### config.mk
export PLATFORM = sky130hd
export DESIGN_NAME = block_data_memory
export DESIGN_NICKNAME = d
export VERILOG_FILES = /design/src/rtl/block_data_memory.sv
export SDC_FILE = /design/constraint.sdc
export NUM_CORES = 2
export LEC_CHECK = 0
export CAP_MARGIN = 20
export CORE_AREA = 4 4 372 374
export DETAILED_ROUTE_END_ITERATION = 10
export DIE_AREA = 0 0 376 378
export PLACE_DENSITY = 0.76
export RECOVER_POWER = 100
export SLEW_MARGIN = 10
export SYNTH_ARGS = -nofsm -noshare
export SYNTH_HDL_FRONTEND = slang
export SYNTH_SLANG_ARGS = --single-unit
### constraint.sdc
create_clock -name clock -period 7.3 [get_ports clock]
set_input_delay 2.19 -clock clock [delete_from_list [all_inputs] [get_ports clock]]
set_output_delay 2.19 -clock clock [all_outputs]
set_load 0.03 [all_outputs]
### src/rtl/block_data_memory.sv
// rtl/block_data_memory.sv - block-addressed main memory responder with programmable access latency
// Optional MEM_ACCESS_COUNT_EN adds saturating read/write commit counters.
module block_data_memory #(
  parameter int ADDR_WIDTH = 6,
  parameter int DATA_WIDTH = 32,
  parameter int LATENCY    = 5
) (
  input  logic                  clock,
  input  logic                  reset,
  input  logic                  mem_read,
  input  logic                  mem_write,
  input  logic [ADDR_WIDTH-1:0] mem_address,
  input  logic [DATA_WIDTH-1:0] mem_writedata,
  output logic [DATA_WIDTH-1:0] mem_readdata,
  output logic                  mem_busywait
`ifdef MEM_ACCESS_COUNT_EN
  ,
  output logic [15:0]           read_count,
  output logic [15:0]           write_count
`endif
);

  typedef enum logic [1:0] {IDLE, BUSY, DONE} state_t;

  localparam logic [3:0] COUNT_LOAD = 4'(LATENCY - 1);

  state_t                  r_state;
  state_t                  w_state_next;
  logic [3:0]              r_count;
  logic [ADDR_WIDTH-1:0]   r_addr;
  logic [DATA_WIDTH-1:0]   r_data;
  logic                    r_op_write;
  logic [DATA_WIDTH-1:0]   r_readdata;
  logic [DATA_WIDTH-1:0]   r_mem [2**ADDR_WIDTH];
  logic                    w_request;
  logic                    w_accept;
  logic                    w_commit;
  logic                    w_busywait;

  assign w_request = mem_read | mem_write;
  assign w_accept  = (r_state == IDLE) && w_request;
  assign w_commit  = (r_state == BUSY) && (r_count == 4'd0);

  always_ff @(posedge clock) begin
    if (reset) r_state <= IDLE;
    else       r_state <= w_state_next;
  end

  // Busywait rises combinationally on a new request so the requester never sees a stale low.
  always_comb begin
    w_state_next = r_state;
    w_busywait   = 1'b0;
    case (r_state)
      IDLE: begin
        if (w_request) begin
          w_busywait   = 1'b1;
          w_state_next = BUSY;
        end
      end
      BUSY: begin
        w_busywait = 1'b1;
        if (r_count == 4'd0) w_state_next = DONE;
      end
      DONE:    w_state_next = IDLE;
      default: w_state_next = IDLE;
    endcase
    if (reset) w_busywait = 1'b0;
  end

  assign mem_busywait = w_busywait;

  // A simultaneous read+write is taken as a write; the read is dropped.
  always_ff @(posedge clock) begin
    if (reset) begin
      r_count    <= 4'd0;
      r_readdata <= '0;
    end else begin
      if (w_accept) begin
        r_addr     <= mem_address;
        r_data     <= mem_writedata;
        r_op_write <= mem_write;
        r_count    <= COUNT_LOAD;
      end else if (r_state == BUSY && r_count != 4'd0) begin
        r_count <= r_count - 4'd1;
      end
      if (w_commit && !r_op_write) r_readdata <= r_mem[r_addr];
    end
  end

  always_ff @(posedge clock) begin
    if (!reset && w_commit && r_op_write) r_mem[r_addr] <= r_data;
  end

  assign mem_readdata = r_readdata;

`ifdef MEM_ACCESS_COUNT_EN
  logic [15:0] r_read_count;
  logic [15:0] r_write_count;

  always_ff @(posedge clock) begin
    if (reset) begin
      r_read_count  <= 16'd0;
      r_write_count <= 16'd0;
    end else if (w_commit) begin
      if (r_op_write) begin
        if (r_write_count != 16'hFFFF) r_write_count <= r_write_count + 16'd1;
      end else begin
        if (r_read_count != 16'hFFFF) r_read_count <= r_read_count + 16'd1;
      end
    end
  end

  assign read_count  = r_read_count;
  assign write_count = r_write_count;
`endif

endmodule

==> metrics.txt <==
Psw=5710 uW; first-pass GRT wire length=322000 um; Routed WL=229000 um; Comb power frac=0.068; Mapped Area=0.0808 mm^2; WS Path Type=flop to flop; Horiz. Die Dim=376 um; clock-pin slew on the worst setup and hold paths=0.06 ns; Placement Rows=135; CP cell instances=buf_12, nor2b_1, nand2_1, clkbuf_1, nor2_1, clkbuf_2; internal reg-to-reg setup slack=0.75 ns; WL/cell=35.8 um; RePlAce Congestion=0.900; Worst path slowest cell=nor2b_1; hpwl dp=131000 um; final cycle utilization of the critical path=0.898; area of placed instances=0.0842 mm^2; pwr dens=283 mW/mm^2; CTS tree=done; post-detailed-route DRC marker count=0; Placeable Area=0.135 mm^2; met1 Use GR=0.440; Initial Util=0.598; ys flop type=edfxtp_1; Gate Count Post-Synth=4265; ys async rst share=0; CP Capture Type=flop; Filler cells=8454; Final Hold Viols=0; die height=378 um; worst hold path type=flop to flop; Worst Clk Skew=0.0418 ns; Routed Antenna Nets=0; max cap viols=87; Avg Synthesized Cell Area=18.9 um^2; most used routing layer=met2; Port Buffer Count=74; biggest cell delay along the critical path=2.41 ns; clk buf depth=3; leak pwr=0.0286 uW; Endpoint, Worst Hold=r_count[1]; Root Buffer=clkbuf_16; min-delay src=r_count[1]; critical path data arrival time=7.00 ns; drt pass-1 iters=9; Critical R2R Launch=r_addr[1]; Fmax=153 MHz; reg2reg path depth=6; vias in the first global route=43400; worst skew pair latency=0.84 ns; RSZ-0062 raised after global routing=false; sw frac=0.225; All-Layer GR Usage=0.321; #FFs+latches synth=2125; outcome=complete, but fails checks; initial DRC count=8400; initial antenna violation count=18; worst vdd ir=0.242 mV; # clock sinks=2125; # IOs=75; H-tree depth=4; worst r2r dst=r_mem[34][28]; TritonCTS buffer count=196; share of cells above drive strength 1=0.130; Mapped Nets=4309; post-synthesis sequential area ratio=0.785; Worst slew margin=-1.84; Post-CTS Setup Bufs=0; cts-stage hold buffer count=0; final setup TNS=0 ns; Finished Cell Area=0.0899 mm^2; Post-synth EDFFs=2087; Worst EP required=7.75 ns; Die ar.=0.142 mm^2; met3 Use GR=0.0996; Clock power frac=0.395; min Tclk post-route=6.55 ns; post-synth cell types=66; Via-to-Cell Ratio=7.13; failing checks=max-capacitance violations, max-slew violations; pin count of the biggest net entering global routing=127; slew at the pin with the worst max-slew slack=4.27 ns; Max FO, Critical Path=60; YS warnings=0; Post-CTS Resized=0; hold depth=2; fin. max-slew vios=3581; Vias=45500; final setup fails=0; CP Launch Type=flop; final net count=4473; Cell Int Power=19700 uW; Sequential Power Share=0.536; met2 Resource Use GR=0.470; gr ovfl total=0; Syn-to-layout area delta=11.3%
[power groups by stage]
stage | clock network (uW) | registers [uW] | logic (uW)
floorplan | 0 | 13900 | 837
global placement | 0 | 13800 | 1670
detailed placement | 0 | 13800 | 1700
CTS | 10100 | 13600 | 1710
global route | 10600 | 13600 | 1780
finish | 10000 | 13600 | 1740
[layout make-up]
type,count,area (um^2),area share
clock buffers,255,5330,0.0593
multi-input cells,1849,16000,0.178
flip-flops and latches,2125,63400,0.706
repair buffers,251,1850,0.0205
clock inverters,108,947,0.0105
diodes,7,17.5,0.000195
well taps,1781,2230,0.0248
inverters,6,27.5,0.000306
[kinds of logic (layout without fill, tap and decap cells)]
| family | Yosys count | after routing | share of synthesized area |
|---|---|---|---|
| flops | 2125 | 2125 | 0.785 |
| buf+inv | 291 | 620 | 0.0200 |
| fa+ha+maj | 2 | 2 | 0.000310 |
| mux | 554 | 554 | 0.0926 |
| xor+xnor | 3 | 3 | 0.000325 |
| other cells | 0 | 7 | 0 |
| simple gates | 427 | 427 | 0.0233 |
| compound gates | 863 | 863 | 0.0781 |
[worst max-delay path, delay by kind of cell, from the launching register on]
family	cells	cell delay, ns
AND/OR/NAND/NOR	3	3.72
buffers and inverters	3	1.90
flip-flops	1	0.37
[through the flow]
step	instances	setup WS [ns]	hold WS (ns)	utilization	total power [uW]
3_5_place_dp	6010	1.50	0.523	0.624	15500
3_3_place_gp	6010	1.49	0.507	0.624	15500
4_1_cts	6373	1.48	0.535	0.670	25300
6_report	6382	0.748	0.537	0.666	25400
2_1_floorplan	4265	1.86	0.491	-	14800
5_1_grt	6375	0.782	0.563	0.666	26000
[cell usage after synthesis, drive strengths merged, types with 26 or more instances]
cell / count / area [um^2]
a21oi: 81 / 405
a221oi: 256 / 2250
a22oi: 187 / 1400
buf: 208 / 1300
clkbuf: 77 / 289
dfxtp: 38 / 761
edfxtp: 2087 / 62700
mux2: 26 / 293
mux2i: 376 / 3760
mux4: 152 / 3420
nand2: 70 / 263
nand3: 49 / 245
nor2: 233 / 882
o21ai: 109 / 546
o22ai: 89 / 557
[layout by cell type (no fill, tap or decap), types with 14 or more instances in the layout]
master,count
nand3_1,48
nand2_1,70
dlygate4sd3_1,72
a211oi_1,22
a22oi_1,187
mux2_2,26
a31oi_1,22
mux2i_1,376
clkinv_2,39
nor2_1,197
o221ai_1,14
o22ai_1,89
clkinv_1,41
a21oi_1,81
clkbuf_16,201
nor3_1,14
nor2_4,34
mux4_2,152
dfxtp_1,38
a22o_1,16
o21ai_0,108
edfxtp_1,2087
bufinv_16,15
buf_4,69
a221oi_1,255
clkbuf_1,139
[how the worst max path moves through the flow]
stage / from / end / slack, ns / depth (start not counted)
after global placement: mem_write / mem_busywait / 1.49 / 4
after detailed placement: mem_write / mem_busywait / 1.50 / 4
after floorplan: reset / mem_busywait / 1.86 / 3
after global routing: r_addr[1] / r_mem[14][22] / 0.78 / 6
final: r_addr[1] / r_mem[34][28] / 0.75 / 6
after CTS: mem_write / mem_busywait / 1.48 / 4
[state kept, by name (all words and copies together) (netlist names)]
| name | cells |
|---|---|
| r_addr | 6 |
| mem_readdata | 32 |
| r_count | 4 |
| r_mem | 2048 |
| r_op_write | 1 |
| r_data | 32 |
| r_state | 2 |
[per-layer routing]
| metal | up-vias | wire length [um] |
|---|---|---|
| met5 | - | 351 |
| li1 | 18000 | - |
| met3 | 684 | 33400 |
| met4 | 10 | 14300 |
| met2 | 3844 | 102000 |
| met1 | 22900 | 78800 |
(Power assumes the default switching activity.)
